### src/rtl/pipeline_skid_buffer.sv
// Two-entry elastic valid/ready stage (output reg + skid reg), 1-cycle latency, full throughput.
// S_READY is registered, so there is no combinational path from M_READY to S_READY.
module pipeline_skid_buffer #(
  parameter int                    DATA_WIDTH = 16,
  parameter logic [DATA_WIDTH-1:0] RESET_DATA = '0
) (
  input  logic                  CLK,
  input  logic                  RESET,
  input  logic                  S_VALID,
  output logic                  S_READY,
  input  logic [DATA_WIDTH-1:0] S_DATA,
  output logic                  M_VALID,
  input  logic                  M_READY,
  output logic [DATA_WIDTH-1:0] M_DATA,
  output logic [1:0]            OCCUPANCY
);

  typedef enum logic [1:0] {
    ST_EMPTY = 2'd0,
    ST_BUSY  = 2'd1,
    ST_FULL  = 2'd2
  } state_t;

  state_t                r_state;
  logic                  r_s_ready;
  logic                  r_m_valid;
  logic [DATA_WIDTH-1:0] r_out_data;
  logic [DATA_WIDTH-1:0] r_skid_data;
  logic [1:0]            r_occupancy;

  logic w_accept;
  logic w_drain;

  assign w_accept = S_VALID & r_s_ready;
  assign w_drain  = r_m_valid & M_READY;

  always_ff @(posedge CLK) begin
    if (RESET) begin
      r_state     <= ST_EMPTY;
      r_s_ready   <= 1'b0;
      r_m_valid   <= 1'b0;
      r_out_data  <= RESET_DATA;
      r_skid_data <= RESET_DATA;
      r_occupancy <= 2'd0;
    end else begin
      case (r_state)
        ST_EMPTY: begin
          // S_READY is held low for exactly one edge after reset release.
          r_s_ready <= 1'b1;
          if (w_accept) begin
            r_out_data  <= S_DATA;
            r_m_valid   <= 1'b1;
            r_state     <= ST_BUSY;
            r_occupancy <= 2'd1;
          end
        end
        ST_BUSY: begin
          if (w_accept && w_drain) begin
            r_out_data <= S_DATA;
          end else if (w_accept) begin
            r_skid_data <= S_DATA;
            r_s_ready   <= 1'b0;
            r_state     <= ST_FULL;
            r_occupancy <= 2'd2;
          end else if (w_drain) begin
            r_m_valid   <= 1'b0;
            r_state     <= ST_EMPTY;
            r_occupancy <= 2'd0;
          end
        end
        ST_FULL: begin
          if (w_drain) begin
            r_out_data  <= r_skid_data;
            r_s_ready   <= 1'b1;
            r_state     <= ST_BUSY;
            r_occupancy <= 2'd1;
          end
        end
        default: begin
          r_state     <= ST_EMPTY;
          r_s_ready   <= 1'b1;
          r_m_valid   <= 1'b0;
          r_occupancy <= 2'd0;
        end
      endcase
    end
  end

  assign S_READY   = r_s_ready;
  assign M_VALID   = r_m_valid;
  assign M_DATA    = r_out_data;
  assign OCCUPANCY = r_occupancy;

endmodule

### config.mk
export PLATFORM = sky130hd
export DESIGN_NAME = pipeline_skid_buffer
export DESIGN_NICKNAME = d
export VERILOG_FILES = /design/src/rtl/pipeline_skid_buffer.sv
export SDC_FILE = /design/constraint.sdc
export NUM_CORES = 1
export LEC_CHECK = 0
export ABC_CLOCK_PERIOD_IN_PS = 2880
export CORE_MARGIN = 10
export CORE_UTILIZATION = 50
export CTS_CLUSTER_SIZE = 14
export DETAILED_ROUTE_END_ITERATION = 8
export PLACE_DENSITY = 0.79
export SLEW_MARGIN = 10
export SYNTH_ARGS = -nofsm -noshare
export SYNTH_HDL_FRONTEND = slang
export SYNTH_SLANG_ARGS = --single-unit
### constraint.sdc
create_clock -name CLK -period 2.88 [get_ports CLK]
set_input_delay 0.576 -clock CLK [delete_from_list [all_inputs] [get_ports CLK]]
set_output_delay 0.576 -clock CLK [all_outputs]
set_load 0.01 [all_outputs]
==> results of run 1 <==
-- power by group --
part,internal [mW],total (mW),switching (mW)
combinational,0.138,0.252,0.114
clock,0.119,0.291,0.171
sequential,0.531,0.558,0.0263
-- logic make-up after synthesis --
logic type	synth area share [%]
multiplexers	17.78
flip-flops	40.00
buffers and inverters	5.971
AND/OR/NAND/NOR	15.76
AO/OA/AOI/OAI	20.49
-- worst paths after layout --
path | end | start
worst min register to register | r_skid_data[15]$_SDFFE_PP0P_ | r_skid_data[15]$_SDFFE_PP0P_
worst max register to register | M_DATA[11]$_SDFFE_PP0P_ | OCCUPANCY[0]$_SDFFE_PP0P_
worst min-delay path | r_skid_data[15]$_SDFFE_PP0P_ | r_skid_data[15]$_SDFFE_PP0P_
worst max-delay path | OCCUPANCY[0] | OCCUPANCY[0]$_SDFFE_PP0P_
-- final cells by class --
class,count,area share [%]
Clock inverter,1,0.3331
Inverter,1,0.1666
Multi-Input combinational cell,118,43.20
Tap cell,46,2.554
Sequential cell,36,31.98
Timing Repair Buffer,45,19.32
Clock buffer,7,2.443
-- cells in the final DEF, fill, tap and decap left out, types with 2 or more instances in the layout --
| master | n |
|---|---|
| clkdlybuf4s50_1 | 39 |
| clkbuf_4 | 5 |
| and3b_1 | 2 |
| nand2b_1 | 33 |
| nand2_1 | 2 |
| a211oi_2 | 10 |
| mux2i_1 | 32 |
| and4b_1 | 2 |
| buf_4 | 6 |
| a21oi_1 | 2 |
| a211oi_1 | 22 |
| dfxtp_1 | 36 |
-- routing by layer --
metal | vias to the layer above | share of wire (%) | track usage [%]
met2 | 46 | 48 | 21.27
met1 | 647 | 41 | 15.58
met5 | - | 0 | 0
met3 | 4 | 9.6 | 6.306
met4 | 0 | 1.1 | 5.282
li1 | 696 | - | -
-- sequential cells by signal, summed over array words and instances (netlist names) --
| signal | flops |
|---|---|
| M_DATA | 16 |
| M_VALID | 1 |
| OCCUPANCY | 2 |
| S_READY | 1 |
| r_skid_data | 16 |
==> results.md, run 1 <==
- Status: complete, no violations
- Io pins: 40
- Cell row count: 21
- Actual transition at the worst max-transition pin: 0.5484 ns
- Placement Setup Slack: 0.6629 ns
- Finished Core Util: 65.97%
- Worst path depth: 1
- Antenna-violating nets left: 0
- Resized cells post-CTS: 0
- CP bufs+invs: 1
- Crit-path cells: clkdlybuf4s50_1
- Hold path cells: 2
- Clk_lat worst skew: 0.36 ns
- # DRC: 0
- CTS sink count: 36
- Flip-flop and latch area: 720.7 um2
- Worst Setup End Kind: output port
- DR vias/cell: 5.484
- Ys flop type: dfxtp_1
- Synthesized cell area: 1802 um2
- Slew Viols, Final: 0
- Synth area leaders: dfxtp_1, mux2i_1, nand2b_1
- Worst-case vdd ir drop: 314.9 uV
- Core Box Area: 3416 um2
- HPWL after detailed placement: 3037 um
- Via count: around 1400
- Hold Crit Class: flip-flop to flip-flop
- RSZ-0062 raised after global routing: false
- Inst Count DP: approximately 250
- Total detailed-routing wirelength: 4123 um
- Reg2Reg Depth: 4
- CP Max Fanout: 9
- WL per Instance: 16.23 um
- CP Launch Type: flip-flop
- Final cycle utilization of the critical path: 69.12%
- Worst Path Required: 2.30 ns
- Crit path max-delay cell type: clkdlybuf4s50_1
- Initial antenna violation count: 0
- Hold_buf cts: 0
- Postcts setup bufs: 0
- Pre-antenna DRT Iters: 4
- Total power: 1.100 mW
- Fmax: 0.5023 GHz
- Post-synth EDFFs: 0
- CP top delay family: buffers and inverters
- Max Cap Violations: 0
- Worst hold slack: 0.4804 ns
- Area grow syn2layout: 25.07%
- Vias in the first global route: 1410
- Max transition margin: 63.44%
- First-pass GRT wire length: slightly below 7000 um
- Cell count after synthesis: about 170
- Post-synth net total: 191
- CTS H-Tree Depth: 2
- First-iteration detailed-routing DRC count: a little over 70
- Inserted Diodes: 0
- Area leader, netlist: dfxtp_1
- Die height: between 80 and 90 um
- Die Wd: 80.03 um
- Yosys reg bits: 36
- Multi-input gate area: 973.4 um2
- GRT Overall Usage: 13.55%
- Area share of the largest cell type after synthesis: roughly two fifths
- Seq/Total Area, Yosys: around two fifths
- Final setup TNS: 0 ns
- Final setup fails: 0
- Period minus WS final: roughly 2 ns
- CP max stage delay: ~0.59 ns
- Post-Layout Cell Count: 254
- Yosys warns: 0
- Placer Congestion: 0.7626
- Nets: roughly 230
- Fraction of final layout cells sized beyond drive strength 1: 11.54%
- Synthesized area per cell: between 10 and 15 um2
- Placed inst area: ~2200 um2
- Finished Cell Area: 2253 um2
- Skew final: ~0.013 ns
- Worst setup margin: between 0.8 and 0.9 ns
- Top-count cell post-synth: dfxtp_1
- # fillers: a little under 300
- FF-to-FF setup slack: 1.17 ns
- Lkg Pwr: a little under 0.9 nW
- CTS tree: yes
- P per Cell Area: 488.1 nW/um2
- Critical path arrival: about 1.4 ns
- Die area: between 6000 and 7000 um2
- Post-synth ARST share: 0%
- Post-synth top cells: dfxtp_1, nand2b_1, mux2i_1
- Grt total ovfl: 0
- Final Hold Fails: 0
- CTS clk-pin slew, worst paths: ~0.11 ns
- CTS Root Cell: clkbuf_4
- Starting Density: 52.75%
- Setup Crit Path Kind: flip-flop to output port
- CTS Buf Count: 5
- Largest net degree at the start of global routing: 53
- Count of cell types in the netlist: 27
- Bufs on Longest Clock Path: 2
- IO Port Bufs: 39
Note: power is estimated with default switching activity, not from simulation.
==> run 2, diff against run 1 <==
--- a/config.mk
+++ b/config.mk
@@ -5,12 +5,12 @@
 export SDC_FILE = /design/constraint.sdc
 export NUM_CORES = 1
 export LEC_CHECK = 0
-export ABC_CLOCK_PERIOD_IN_PS = 2880
+export ABC_CLOCK_PERIOD_IN_PS = 1600
 export CORE_MARGIN = 10
-export CORE_UTILIZATION = 50
+export CORE_UTILIZATION = 45
 export CTS_CLUSTER_SIZE = 14
 export DETAILED_ROUTE_END_ITERATION = 8
-export PLACE_DENSITY = 0.79
+export PLACE_DENSITY = 0.75
 export SLEW_MARGIN = 10
 export SYNTH_ARGS = -nofsm -noshare
 export SYNTH_HDL_FRONTEND = slang
==> constraint.sdc (replaced) <==
create_clock -name CLK -period 1.6 [get_ports CLK]
set_input_delay 0.32 -clock CLK [delete_from_list [all_inputs] [get_ports CLK]]
set_output_delay 0.32 -clock CLK [all_outputs]
set_load 0.01 [all_outputs]
==> run 2 against run 1 <==
Clock skew fell by 0.0087 ns. First-iteration DRC count decreased by 23%. Sequential share of layout area is 1.7 points lower. Core utilization down 2.4 points.
==> results.md, run 2 (synthesis gave the netlist of run 1 again) <==
- Crit-path cells: clkdlybuf4s50_1
- CP Launch Type: flip-flop
- Pre-antenna DRT Iters: 6 (+2)
- Commonest cells after routing, fill and taps aside: clkdlybuf4s50_1, nand2b_1, dfxtp_1, mux2i_1, a211oi_1
- Placement Setup Slack: -0.1450 ns (-0.8078 ns)
- Core Box Area: 3771 um2 (+10%)
- Io pins: 40 (unchanged)
- CP max stage delay: 0.56 ns (-0.03 ns)
- CTS Root Cell: clkbuf_8
- IO Port Bufs: 39 (unchanged)
- DR vias/cell: 5.352 (-2.4%)
- First-pass GRT wire length: 7445 um (+8.7%)
- CP bufs+invs: 1 (unchanged)
- CTS Buf Count: 5 (unchanged)
- Most common cell after layout, fill and taps aside: clkdlybuf4s50_1
- Die Wd: 83.28 um (+4.1%)
- Worst setup margin: 0.05577 ns (-0.8335 ns)
- Max transition margin: 78.80% (+15 points)
- GRT Overall Usage: 12.51% (-1.0 points)
- CTS H-Tree Depth: 2 (unchanged)
- Worst Min Path Start: r_skid_data[13]$_SDFFE_PP0P_
- Finished Core Util: 63.54% (-2.4 points)
- HPWL after detailed placement: 3226 um (+6.2%)
- Final setup TNS: 0 ns (unchanged)
- Worst Setup End Kind: output port
- Largest net degree at the start of global routing: 43 (-19%)
- Final cycle utilization of the critical path: 96.51%
- Area grow syn2layout: 32.99%
- Clk_lat worst skew: 0.28 ns (-0.08 ns)
- Hold Crit Class: flip-flop to flip-flop
- R2R Path End: M_DATA[2]$_SDFFE_PP0P_
- CP top delay family: buffers and inverters
- CTS clk-pin slew, worst paths: 0.07 ns (-0.04 ns)
- Actual transition at the worst max-transition pin: 0.3160 ns (-0.2324 ns)
- FF-to-FF setup slack: 0.25 ns (-0.92 ns)
- Initial antenna violation count: 0 (unchanged)
- Hold Path End: r_skid_data[13]$_SDFFE_PP0P_
- Total detailed-routing wirelength: 4361 um (+5.8%)
- Fmax: 0.6476 GHz
- Logic pwr share: 23.5% (+0.6 points)
- CP Max Fanout: 7 (-2)
- CTS sink count: 36 (unchanged)
- Max Cap Violations: 0 (unchanged)
- Vias in the first global route: 1519 (+7.7%)
- Seq pwr share: 48.2% (-2.5 points)
- CTS tree: yes
- RR Startpoint: OCCUPANCY[1]$_SDFFE_PP0P_
- Reg2Reg Depth: 4 (unchanged)
- Lkg Pwr: 0.9757 nW (+12%)
- Clock power share: 28.3% (+1.9 points)
- Setup Crit Path Kind: flip-flop to output port
- Hold path cells: 2 (unchanged)
- Cell row count: 22 (+4.8%)
- Net Sw Frac: 26.62% (-1.7 points)
- Final Hold Fails: 0 (unchanged)
- Nets: 239 (+5.3%)
- P per Cell Area: 872.2 nW/um2 (+79%)
- Placer Congestion: 0.7846 (+2.9%)
- Bufs on Longest Clock Path: 2 (unchanged)
- Die height: 83.28 um (+4.1%)
- Period minus WS final: 1.544 ns
- # DRC: 0 (unchanged)
- Inserted Diodes: 0 (unchanged)
- Int Pwr: 1.533 mW (+94%)
- Antenna-violating nets left: 0 (unchanged)
- Worst path depth: 1 (unchanged)
- Die area: 6935 um2 (+8.3%)
- Slew Viols, Final: 0 (unchanged)
- Worst-case vdd ir drop: 570.5 uV (+81%)
- Worst hold slack: 0.4701 ns (-0.01034 ns)
- Worst Path Required: 1.28 ns (-1.02 ns)
- First-iteration detailed-routing DRC count: 55 (-23%)
- NetSw: 0.5564 mW (+79%)
- RSZ-0062 raised after global routing: false
- Skew final: 0.004213 ns (-0.008723 ns)
- Final setup fails: 0 (unchanged)
- WL per Instance: 16.33 um (+0.62%)
- Grt total ovfl: 0 (unchanged)
- Via count: 1429 (+2.6%)
- Status: complete, no violations
- Starting Density: 47.78% (-5.0 points)
- Critical path arrival: 1.22 ns (-0.19 ns)
- Crit path max-delay cell type: clkdlybuf4s50_1
- Fraction of final layout cells sized beyond drive strength 1: 17.81% (+6.3 points)
[run 2: cell count changes in the layout (fill, tap and decap cells not counted), sizes merged]
cell / previous run / this run
buf: 6 / 18
clkbuf: 7 / 6
clkdlybuf4s50: 39 / 37
clkinv: 0 / 1
clkinvlp: 1 / 0
dlymetal6s2s: 0 / 2
[run 2: worst max path at each step]
stage / from / slack (ns) / end
2_1_floorplan: OCCUPANCY[1]$_SDFFE_PP0P_ / 0.18 / M_DATA[0]$_SDFFE_PP0P_
3_3_place_gp: M_READY / -0.06 / M_DATA[2]$_SDFFE_PP0P_
3_5_place_dp: S_VALID / -0.14 / M_DATA[2]$_SDFFE_PP0P_
4_1_cts: S_READY$_SDFFE_PP0P_ / 0.01 / S_READY
5_1_grt: M_VALID$_SDFFE_PP0P_ / 0.006 / M_VALID
6_report: M_VALID$_SDFFE_PP0P_ / 0.06 / M_VALID
[run 2: layout make-up]
class | count | area, um2
fill | 274 | 1375
multi-input combinational | 118 | 973.4
sequential | 36 | 725.7
timing repair buffer | 57 | 555.5
clock buffer | 6 | 72.57
tap | 48 | 60.06
clock inverter | 1 | 5.005
inverter | 1 | 3.754
[run 2: power by group through the flow]
| stage | clock, mW | combinational (mW) | sequential, mW |
|---|---|---|---|
| after floorplan | 0 | 0.248 | 1.04 |
| after global placement | 0 | 0.482 | 1.02 |
| after detailed placement | 0 | 0.498 | 1.02 |
| after CTS | 0.614 | 0.498 | 1.01 |
| after global routing | 0.652 | 0.534 | 1.02 |
| final | 0.591 | 0.492 | 1.01 |
[run 2: routing by layer]
layer  track usage [%]  vias to the layer above  share of wire, %
li1                  -                      718                 -
met1             14.71                      667                44
met2             20.25                       37                49
met3             4.883                        7               5.8
met4             4.000                        0               1.5
met5                 0                        -                 0
[run 2: metrics by stage]
step           total power [mW]  area, um2  std cells
4_1_cts                   2.118       2390        267
3_5_place_dp              1.520       2308        260
5_1_grt                   2.202       2396        267
6_report                  2.090       2396        267
3_3_place_gp              1.502       2308        260
2_1_floorplan             1.285       1802        171
[run 2: worst min-delay path, delay by kind of cell (launching register included)]
family,cells,cell delay [ns]
DFF,1,0.31
and+or+nand+nor,1,0.06
muxes,1,0.05
[run 2: repair_timing]
item                                    in CTS  in global routing
hold buffers                                 0                  0
buffers inserted                             0                  0
endpoints found under the setup margin       3                  3
resized for setup                            3                  3
==> run 3, diff against run 2 <==
--- a/config.mk
+++ b/config.mk
@@ -6,7 +6,7 @@
 export NUM_CORES = 1
 export LEC_CHECK = 0
 export ABC_CLOCK_PERIOD_IN_PS = 1600
-export CORE_MARGIN = 10
+export CORE_MARGIN = 1.5
 export CORE_UTILIZATION = 45
 export CTS_CLUSTER_SIZE = 14
 export DETAILED_ROUTE_END_ITERATION = 8
==> run 3 against run 2 <==
Hold slack better by 0.0038 ns. Design area rose by 0.10%. Setup slack improved by 0.014 ns. Clock power increased by 6.1%. Combinational power decreased by 1%. Non-clock buffer count decreased by 3. Critical endpoint is now OCCUPANCY[1]. Largest power group unchanged. Highest routed layer unchanged.
==> results.md, run 3 (synthesis gave the netlist of run 1 again) <==
- Period minus WS final: 1.530 ns (-0.01374 ns)
- Final cycle utilization of the critical path: 95.66% (-0.86 points)
- Fraction of final layout cells sized beyond drive strength 1: 17.51% (-0.30 points)
- Finished Cell Area: 2399 um2 (+0.10%)
- Bufs on Longest Clock Path: 2 (unchanged)
- Die Wd: 66.28 um (-20%)
- IO Port Bufs: 39 (unchanged)
- Final Hold Fails: 0 (unchanged)
- # DRC: 0 (unchanged)
- Critical path arrival: 1.21 ns (about the same)
- Die area: 4392 um2 (-37%)
- Hold Crit Class: flip-flop to flip-flop
- Setup Crit Path Kind: flip-flop to output port
- Lkg Pwr: 0.9718 nW (-0.40%)
- CTS Root Cell: clkbuf_8
- Largest net degree at the start of global routing: 53 (+23%)
- CTS H-Tree Depth: 2 (unchanged)
- Status: complete, no violations
- Max Cap Violations: 0 (unchanged)
- Inst Count DP: 257 (-1.2%)
- Skew final: 0.009656 ns (+0.005444 ns)
- Antenna-violating nets left: 0 (unchanged)
- Worst setup margin: 0.06952 ns (+0.01374 ns)
- Placement Setup Slack: -0.1503 ns (-0.005289 ns)
- FF-to-FF setup slack: 0.27 ns (+0.02 ns)
- Most common cell after layout, fill and taps aside: clkdlybuf4s50_1
- Crit path max-delay cell type: clkdlybuf4s50_1
- CP Launch Type: flip-flop
- First-pass GRT wire length: 6713 um (-9.8%)
- Placer Congestion: 0.8034 (+2.4%)
- Max transition margin: 81.29% (+2.5 points)
- Multi-input gate area: 973.4 um2 (unchanged)
- Total detailed-routing wirelength: 3927 um (-10%)
- Post-Layout Cell Count: 265 (-0.75%)
- Actual transition at the worst max-transition pin: 0.2790 ns (-0.03705 ns)
- Postcts setup bufs: 0 (unchanged)
- Cell row count: 22 (unchanged)
- Commonest cells after routing, fill and taps aside: clkdlybuf4s50_1, nand2b_1, dfxtp_1, mux2i_1, a211oi_1
- CTS clk-pin slew, worst paths: 0.08 ns (about the same)
- Core Box Area: 3744 um2 (-0.73%)
- WL per Instance: 14.82 um (-9.3%)
- Slew Viols, Final: 0 (unchanged)
- RSZ-0062 raised after global routing: false
- Inserted Diodes: 0 (unchanged)
- CP top delay family: buffers and inverters
- DR vias/cell: 5.385 (+0.61%)
- HPWL after detailed placement: 2783 um (-14%)
- Initial antenna violation count: 0 (unchanged)
- Pre-antenna DRT Iters: 5 (-1)
- Nets: 236 (-1.3%)
- CP bufs+invs: 1 (unchanged)
- Placed inst area: 2298 um2 (-0.43%)
- Io pins: 40 (unchanged)
- # fillers: 314 (+15%)
- Die height: 66.28 um (-20%)
- Final setup fails: 0 (unchanged)
- Flip-flop and latch area: 728.2 um2 (+0.34%)
- CP max stage delay: 0.54 ns (-0.02 ns)
- CTS sink count: 36 (unchanged)
- First-iteration detailed-routing DRC count: 80 (+45%)
- Worst-case vdd ir drop: 567.9 uV (-0.45%)
- Starting Density: 48.13% (+0.35 points)
- Crit-path cells: clkdlybuf4s50_1
- CP Max Fanout: 9 (+2)
- Worst Setup End Kind: output port
- Fmax: 0.6534 GHz (+0.90%)
- Area grow syn2layout: 33.12%
- Grt total ovfl: 0 (unchanged)
- P per Cell Area: 882.7 nW/um2 (+1.2%)
- Via count: 1427 (-0.14%)
- CTS Buf Count: 5 (unchanged)
- Clk_lat worst skew: 0.29 ns (about the same)
- Worst Path Required: 1.28 ns (about the same)
- Total power: 2.117 mW (+1.3%)
- GRT Overall Usage: 20.06% (+7.5 points)
- CTS tree: yes
- Final setup TNS: 0 ns (unchanged)
- Vias in the first global route: 1498 (-1.4%)
run 3: area by class of cell:
cell class / count / share of cell area (%)
clock inverters: 3 / 0.7825
repair buffers: 54 / 22.74
clock buffers: 5 / 2.869
multi-input cells: 118 / 40.58
inverters: 1 / 0.1565
flip-flops and latches: 36 / 30.36
well taps: 48 / 2.504
run 3: final timing paths:
kind | to | start | depth (start not counted)
setup / recovery | OCCUPANCY[1] | OCCUPANCY[1]$_SDFFE_PP0P_ | 1
hold / removal | r_skid_data[3]$_SDFFE_PP0P_ | r_skid_data[3]$_SDFFE_PP0P_ | 2
setup reg to reg | r_skid_data[9]$_SDFFE_PP0P_ | OCCUPANCY[1]$_SDFFE_PP0P_ | 4
hold reg to reg | r_skid_data[3]$_SDFFE_PP0P_ | r_skid_data[3]$_SDFFE_PP0P_ | 2
run 3: timing repair:
action                                  in CTS  in global routing
endpoints found under the setup margin       3                  4
gates cloned                                 0                  0
hold buffers                                 0                  0
pin swaps                                    0                  0
resized for setup                            3                  4
run 3: per-stage QoR:
step                      utilization [%]  hold WS [ns]
after global placement              61.40        0.4571
after floorplan                         -        0.4358
after global routing                64.07        0.5024
after CTS                           63.84        0.4779
final                               64.07        0.4738
after detailed placement            61.40        0.4630
run 3: power by group:
group	internal, mW	switching (mW)	total, mW	leakage, nW
clock network	0.303	0.324	0.627	0.0479
registers	0.958	0.0472	1.00	0.295
logic	0.278	0.207	0.486	0.629
total	1.54	0.578	2.12	0.972
run 3: routing by layer:
metal | track usage, % | part of all wire, % | up-vias
li1 | - | - | 710
met2 | 35.13 | 51 | 29
met3 | 5.281 | 3.9 | 4
met4 | 6.378 | 1.1 | 0
met1 | 23.64 | 44 | 684
met5 | 0 | 0 | -
run 3: tightest hold or removal path, stage by stage (launching register included):
cell,delay [ns]
dfxtp_1,0.31
nand2b_1,0.06
mux2i_1,0.06
